$ cat config.mk
export PLATFORM = sky130hd
export DESIGN_NAME = systolic_block_sequencer
export DESIGN_NICKNAME = d
export VERILOG_FILES = /design/src/rtl/systolic_pkg.sv /design/src/rtl/systolic_shift_tracker.sv /design/src/rtl/systolic_block_sequencer.sv
export SDC_FILE = /design/constraint.sdc
export NUM_CORES = 1
export LEC_CHECK = 0
export BUFFER_PORTS_ARGS = -buffer_cell sky130_fd_sc_hd__buf_2
export CORE_MARGIN = 10
export CORE_UTILIZATION = 55
export DETAILED_ROUTE_END_ITERATION = 10
export PLACE_DENSITY = 0.81
export SLEW_MARGIN = 20
export SYNTH_ARGS = -nofsm -noshare
export SYNTH_HDL_FRONTEND = slang
export SYNTH_SLANG_ARGS = --single-unit
$ cat constraint.sdc
create_clock -name clk -period 3.5 [get_ports clk]
set_clock_uncertainty 0.05 [all_clocks]
set_input_delay 0.35 -clock clk [delete_from_list [all_inputs] [get_ports clk]]
set_output_delay 0.35 -clock clk [all_outputs]
set_load 0.01 [all_outputs]
$ cat src/rtl/systolic_pkg.sv
// Shared constants and types for the systolic tile block sequencer.
package systolic_pkg;

  localparam int BLOCK_LEN  = 16;
  localparam int PIPE_DEPTH = 16;
  localparam int CW         = 4;

  // Slot positions of the control bit within one block frame.
  localparam int SLOT_VALID = 0;
  localparam int SLOT_OP    = 1;
  localparam int SLOT_GAP   = BLOCK_LEN - 1;

  typedef enum logic {
    OP_FMA = 1'b0,
    OP_XOR = 1'b1
  } op_e;

endpackage

$ cat src/rtl/systolic_shift_tracker.sv
// Capture / shift-done tracking for one control stream (column or row).
module systolic_shift_tracker #(
  parameter int BLOCK_LEN = 16,
  parameter int CW        = 4
) (
  input  logic          clk,
  input  logic          rst_n,
  input  logic          ena,
  input  logic [CW-1:0] count_i,
  input  logic          ctrl_i,
  input  logic          clear_i,
  input  logic          abort_i,
  output logic          capture_o,
  output logic          done_o,
  output logic          done_eff_o
);
  import systolic_pkg::*;

  localparam logic [CW-1:0] LAST = CW'(BLOCK_LEN - 1);

  logic cap_q, cap_d;
  logic done_q, done_d;
  logic at_valid, at_gap;

  assign at_valid = (count_i == CW'(SLOT_VALID));
  assign at_gap   = (count_i == LAST);

  // A block is only taken when the previous vector has been consumed.
  assign capture_o  = rst_n & (at_valid ? (ctrl_i & ~done_q) : cap_q);
  assign done_o     = done_q;
  assign done_eff_o = done_q | (at_gap & cap_q & ~abort_i);

  always_comb begin
    cap_d  = cap_q;
    done_d = done_q;
    if (at_valid) begin
      cap_d = ctrl_i & ~done_q;
    end else if (at_gap && abort_i) begin
      cap_d = 1'b0;
    end
    // Clear from a start beats a completion landing in the same cycle.
    if (clear_i) begin
      done_d = 1'b0;
    end else if (at_gap && cap_q && !abort_i) begin
      done_d = 1'b1;
    end
  end

  always_ff @(posedge clk) begin
    if (!rst_n) begin
      cap_q  <= 1'b0;
      done_q <= 1'b0;
    end else if (ena) begin
      cap_q  <= cap_d;
      done_q <= done_d;
    end
  end

endmodule

$ cat src/rtl/systolic_block_sequencer.sv
// Block counter, A/B capture control and MAC pipeline start sequencing for one tile.
// Optional gap-cycle framing check enabled by SYSTOLIC_SEQ_FRAME_CHECK_EN.
module systolic_block_sequencer #(
  parameter int BLOCK_LEN  = systolic_pkg::BLOCK_LEN,
  parameter int PIPE_DEPTH = systolic_pkg::PIPE_DEPTH,
  parameter int CW         = systolic_pkg::CW
) (
  input  logic          clk,
  input  logic          rst_n,
  input  logic          ena,
  input  logic          col_ctrl_in,
  input  logic          row_ctrl_in,
  output logic [CW-1:0] count,
  output logic          col_capture,
  output logic          row_capture,
  output logic          col_shift_done,
  output logic          row_shift_done,
  output logic          mac_start,
  output logic          op_xor,
  output logic          pipe_busy,
  output logic [CW-1:0] pipe_count,
  output logic          continuous,
  output logic          stall
`ifdef SYSTOLIC_SEQ_FRAME_CHECK_EN
  ,
  output logic          frame_err
`endif
);
  import systolic_pkg::*;

  localparam logic [CW-1:0] LAST      = CW'(BLOCK_LEN - 1);
  localparam int            PW        = (PIPE_DEPTH > 2) ? $clog2(PIPE_DEPTH) : 1;
  localparam logic [PW-1:0] PIPE_LAST = PW'(PIPE_DEPTH - 1);

  logic [CW-1:0] count_q, count_d;
  logic [PW-1:0] pipe_q, pipe_d;
  logic          busy_q, busy_d;
  logic          cont_q, cont_d;
  op_e           op_q, op_d;
  op_e           pend_q, pend_d;

  logic at_gap, gap_err, ready, pipe_free, start;
  logic col_eff, row_eff;

  assign at_gap = (count_q == LAST);

`ifdef SYSTOLIC_SEQ_FRAME_CHECK_EN
  logic frame_err_q;
  assign gap_err   = ena & at_gap & (col_ctrl_in | row_ctrl_in);
  assign frame_err = frame_err_q;

  always_ff @(posedge clk) begin
    if (!rst_n) begin
      frame_err_q <= 1'b0;
    end else if (gap_err) begin
      frame_err_q <= 1'b1;
    end
  end
`else
  assign gap_err = 1'b0;
`endif

  systolic_shift_tracker #(.BLOCK_LEN(BLOCK_LEN), .CW(CW)) u_col (
    .clk        (clk),
    .rst_n      (rst_n),
    .ena        (ena),
    .count_i    (count_q),
    .ctrl_i     (col_ctrl_in),
    .clear_i    (start),
    .abort_i    (gap_err),
    .capture_o  (col_capture),
    .done_o     (col_shift_done),
    .done_eff_o (col_eff)
  );

  systolic_shift_tracker #(.BLOCK_LEN(BLOCK_LEN), .CW(CW)) u_row (
    .clk        (clk),
    .rst_n      (rst_n),
    .ena        (ena),
    .count_i    (count_q),
    .ctrl_i     (row_ctrl_in),
    .clear_i    (start),
    .abort_i    (gap_err),
    .capture_o  (row_capture),
    .done_o     (row_shift_done),
    .done_eff_o (row_eff)
  );

  // The retiring stage may hand over directly to a new start.
  assign ready     = at_gap & col_eff & row_eff;
  assign pipe_free = ~busy_q | (pipe_q == PIPE_LAST);
  assign start     = rst_n & ena & ready & pipe_free;
  assign mac_start = start;
  assign stall     = rst_n & ena & ready & ~pipe_free;

  assign count      = count_q;
  assign pipe_count = CW'(pipe_q);
  assign pipe_busy  = busy_q;
  assign continuous = cont_q;
  assign op_xor     = (op_q == OP_XOR);

  always_comb begin
    // A gap-cycle framing error also lands on 0, which is the natural wrap.
    count_d = at_gap ? '0 : count_q + 1'b1;
    pend_d  = pend_q;
    op_d    = op_q;
    busy_d  = busy_q;
    pipe_d  = pipe_q;
    cont_d  = cont_q;
    // Op bit belongs to the A vector, so only a captured column block sets it.
    if (count_q == CW'(SLOT_OP) && col_capture) begin
      pend_d = op_e'(col_ctrl_in);
    end
    if (start) begin
      op_d   = pend_q;
      busy_d = 1'b1;
      pipe_d = '0;
      cont_d = busy_q & (pipe_q == PIPE_LAST);
    end else if (busy_q) begin
      if (pipe_q == PIPE_LAST) begin
        busy_d = 1'b0;
        pipe_d = '0;
        cont_d = 1'b0;
      end else begin
        pipe_d = pipe_q + 1'b1;
      end
    end
  end

  always_ff @(posedge clk) begin
    if (!rst_n) begin
      count_q <= '0;
      pipe_q  <= '0;
      busy_q  <= 1'b0;
      cont_q  <= 1'b0;
      op_q    <= OP_FMA;
      pend_q  <= OP_FMA;
    end else if (ena) begin
      count_q <= count_d;
      pipe_q  <= pipe_d;
      busy_q  <= busy_d;
      cont_q  <= cont_d;
      op_q    <= op_d;
      pend_q  <= pend_d;
    end
  end

endmodule

* Word-level counts from Yosys, hierarchy flattened
Index checks and enable logic that the tools add are counted.
Storage, ports and cells: RAM bits 0, bits of input ports 5, word-level logic and storage cells 65, bits in registers 16, bits in latches 0, output and inout port bits 17, ROM bits 0, memories 0
Cells by class: order comparisons 0, equality and inequality tests 3, multiply operators 0, muxes and demuxes 16, div/mod/pow operators 0, shift operators 0, bitwise operators 20, add/sub/neg operators 2, reduce and logical (&&, ||, !) cells 14
Operators by type and width (number):
- 2-to-1 mux 4 bit | 4
- AND 1 bit | 13
- 2-to-1 mux 1 bit | 12
- AND reduction 2 bit | 5
- adder 4 x 1 -> 4 bit, second input constant | 2
- equality test 4 bit, second input constant | 2
- nonzero test 2 bit | 4
- equality test 4 x 1 -> 1 bit, second input constant | 1
- zero test 4 bit | 1
- NOT 1 bit | 4
- logical AND 1 bit | 3
- bitwise OR 1 bit | 3
- AND reduction 3 bit | 1

* Logic depth before layout (Yosys ltp)
word-level depth 9, mapped depth 6

* Hierarchy
A second synthesis with hierarchy kept.
Unflattened totals: cells, all modules 112, area total of the unflattened synthesis 959.7 µm²
By module, submodules not included:
- systolic_block_sequencer | times used 1, sequential area each 240.2 µm², cells an instance 76, area each 646.9 µm²
- systolic_shift_tracker | times used 2, sequential area each 40.0 µm², cells an instance 18, area each 156.4 µm²

* Worst setup path before layout
No wires, ideal clock.
kind register to output, start register count_q[0] (netlist: count[0]), end output port col_capture, path buffers 0, data required time 3100 ps, cell stages (with the launch flop) 6, slack 1765 ps, data arrival time 1335 ps, cells stage by stage dfxtp_1 > inv_1 > ha_1 > nor3b_2 > mux2i_1 > and2b_2
On the way: longest elaborated chain between the ends 3
Ends and longest elaborated chain:
- from (decl) | line systolic_block_sequencer.sv:35 | logic [CW-1:0] count_q, count_d;
- from (signal assigned) | line systolic_block_sequencer.sv:139 | count_q <= count_d;
- zero test 4 bit | line systolic_shift_tracker.sv:25 | assign at_valid = (count_i == CW'(SLOT_VALID));
- 2-to-1 mux 1 bit
- AND 1 bit | line systolic_shift_tracker.sv:29 | assign capture_o = rst_n & (at_valid ? (ctrl_i & ~done_q) : cap_q);
- to (decl) | line systolic_block_sequencer.sv:14 | output logic col_capture,
Every way passes these cells.

* Final worst setup path
Same ends and word-level chain as after synthesis.

==> results_dict.tcl <==
set metrics [dict create \
    worstSetupStartpointType "register" \
    die_h_um 60.2 \
    synth_edf_count 0 \
    path_class "reg -> out" \
    start_util_pct 58.2 \
    finalCritPeriodShare_pct 63.5 \
    fillCellCount 141 \
    routedWlPerCell_um 14.7 \
    syn_nets 113 \
    via_per_inst 5.74 \
    grt_util_all_layers_pct 12.1 \
    cts_resized 0 \
    rsz0062_at_grt "no" \
    hold_depth 3 \
    power.internal_uw 266 \
    r2r_cells 6 \
    dr.pass1.iters 4 \
    crit_arrival_ns 1.82 \
    rrSetupSlack_ns 1.70 \
    crit_fanout 5 \
    synth_cells 104 \
    comb_power_share_pct 10.8 \
    yosys_warnings 0 \
    ys_ff_latch 16 \
    worst_pin_slew_ns 0.448 \
    wirelength_um 2060 \
    cp.required_ns 3.10 \
    endpoint_kind "primary output" \
    pre_cts_ws_ns 1.62 \
    vias 803 \
    clk_pin_slew_ns 0.10 \
    grt_max_degree 22 \
    drcViolationCount 0 \
    slowest_stage "dfxtp_1" \
    overflow 0 \
    placementRows 14 \
    drt_iter0_markers 12 \
    power_frac_seq_pct 54.6 \
    ys_types 35 \
    htreeDepth 1 \
    cts_buffers 3 \
    ir_worst_vdd_mv 0.255 \
    cts_buffer_depth 2 \
    ys.flop_type "dfxtp_1" \
    setup_violations 0 \
    netSwitchingPower_uw 83.2 \
    die-area_mm2 0.00362 \
    r2r_end "pend_q$_SDFFE_PN0P_" \
    drv_cap 0 \
    core_region_area_mm2 0.00152 \
    ant_nets 0 \
    clockRootBuffer "clkbuf_4" \
    outcome "completed" \
    yosysSeqAreaShare_pct 36.1 \
    cts_setup_buffers 0 \
    cts_hold_buf 0 \
    clk_latency_ns 0.28 \
    max_stage_delay_ns 0.36 \
    p_per_area_mw_per_mm2 340 \
    min_path_type "in -> reg" \
    syn_avg_cell_area_um2 8.53 \
    hold_end "pend_q$_SDFFE_PN0P_" \
    ios 22 \
    cts_sinks 16 \
    dp.final_hpwl_um 1480 \
    syn_area_um2 887 \
    layout_common_cells "buf_2 (21), dfxtp_1 (16), nand2_1 (14)" \
    finalHoldViolations 0 \
    setup_ws_ns 1.28 \
    post-route-min-period_ns 2.22 \
    drive_gt1_share_pct 25.0 \
    finalSetupTns_ns 0 \
    final_common_cell "buf_2" \
    leakagePower_nw 0.487 \
    ys_top_cells_by_area "dfxtp_1 (36%), mux2i_1 (7.9%), nand2_1 (5.9%)" \
    hold_start "col_ctrl_in" \
    slew_headroom_pct 69.8 \
    swShare_pct 23.8 \
    synth_top_area_share_pct 36.1 \
    synth_top_cell_by_area "dfxtp_1" \
    diodes 0 \
    regArea_um2 320 \
    crit_chain "inv_1 -> ha_1 -> nor3b_2 -> mux2i_1 -> and2b_2 -> buf_2" \
    async_reset_ff_share_pct 0 \
    io_buffer_count 21 \
    antenna_found_initial 0 \
    grt_pass1_wl_um 3450 \
    slew_violations 0 \
    nets 134 \
    die_w_um 60.2 \
    grt_pass1_vias 790 \
    reg2reg_from "count[0]$_SDFFE_PN0P_" \
    gp_congestion 0.796 \
    cts_tree "built" \
    max_freq_ghz 0.450 \
    multi_input_area_um2 532 \
    clockPowerShare_pct 34.6 \
    syn2layout_area_growth_pct 15.9 \
]
kinds of logic after synthesis:
group | count (synthesis) | synth area share [%]
xor gates and xnor gates | 1 | 0.987
AOI/OAI and AO/OA | 22 | 18.5
and+or+nand+nor | 45 | 26.9
adders and majority gates | 4 | 5.64
DFF | 16 | 36.1
muxes | 7 | 7.90
buffers and inverters | 9 | 3.95
power by group through the flow:
stage	sequential, mW	combinational [mW]	clock [mW]
CTS	0.191	0.0383	0.125
floorplan	0.195	0.0253	0
detailed placement	0.195	0.0376	0
finish	0.191	0.0379	0.121
global placement	0.194	0.0369	0
global route	0.192	0.0422	0.135
through the flow:
step / instances / hold WS (ns) / power (mW) / utilization, % / area, um^2
detailed placement: 136 / 0.401 / 0.233 / 65.1 / 992
global route: 140 / 0.263 / 0.369 / 67.5 / 1030
CTS: 140 / 0.267 / 0.354 / 67.5 / 1030
floorplan: 104 / 0.393 / 0.220 / - / 887
global placement: 136 / 0.393 / 0.231 / 65.1 / 992
finish: 140 / 0.272 / 0.349 / 67.5 / 1030
Yosys cell counts, types with 2 or more instances:
| library cell | instances |
|---|---|
| o221a_2 | 2 |
| o21ai_0 | 2 |
| mux2i_1 | 7 |
| nor2b_1 | 6 |
| dfxtp_1 | 16 |
| and2_1 | 4 |
| inv_1 | 4 |
| a21oi_1 | 5 |
| clkbuf_1 | 4 |
| nand3_1 | 4 |
| a21boi_0 | 2 |
| nand2_1 | 14 |
| nor2_1 | 8 |
| o211a_1 | 2 |
| ha_1 | 4 |
layer usage:
| layer | wire [um] | GRT usage (%) | vias up |
|---|---|---|---|
| li1 | - | - | 409 |
| met1 | 982 | 14.5 | 374 |
| met2 | 955 | 20.3 | 18 |
| met3 | 112 | 2.97 | 2 |
| met4 | 10 | 3.85 | 0 |
| met5 | 0 | 0 | - |
critical path, delay by kind of cell, from the launching register on:
| family | cells | cell delay, ns |
|---|---|---|
| AND/OR/NAND/NOR | 2 | 0.48 |
| multiplexers | 1 | 0.29 |
| adder cells (fa/ha/maj) | 1 | 0.16 |
| flip-flops | 1 | 0.36 |
| buffers and inverters | 2 | 0.26 |
registers in the layout, indices dropped and copies added, names as in the netlist:
register and flops:
op_xor 1, u_row.cap_q 1, u_col.done_o 1, u_col.cap_q 1
pend_q 1, count 4, u_row.done_o 1, pipe_count 4
pipe_busy 1, continuous 1
final cells by class:
type,count,area share [%]
Inverter,4,1.46
Tap cell,16,1.95
Clock buffer,4,3.53
Sequential cell,16,31.1
Timing Repair Buffer,21,10.2
Multi-Input combinational cell,79,51.7
how the worst max path moves through the flow:
stage,from,to,slack (ns),depth (start not counted)
6_report,count[0]$_SDFFE_PN0P_,col_capture,1.28,6
2_1_floorplan,count[0]$_SDFFE_PN0P_,col_capture,1.77,5
3_5_place_dp,count[0]$_SDFFE_PN0P_,col_capture,1.62,6
3_3_place_gp,count[0]$_SDFFE_PN0P_,col_capture,1.66,6
5_1_grt,count[0]$_SDFFE_PN0P_,col_capture,1.12,6
4_1_cts,count[0]$_SDFFE_PN0P_,col_capture,1.27,6
No activity file was read; power rests on OpenSTA's default activity.
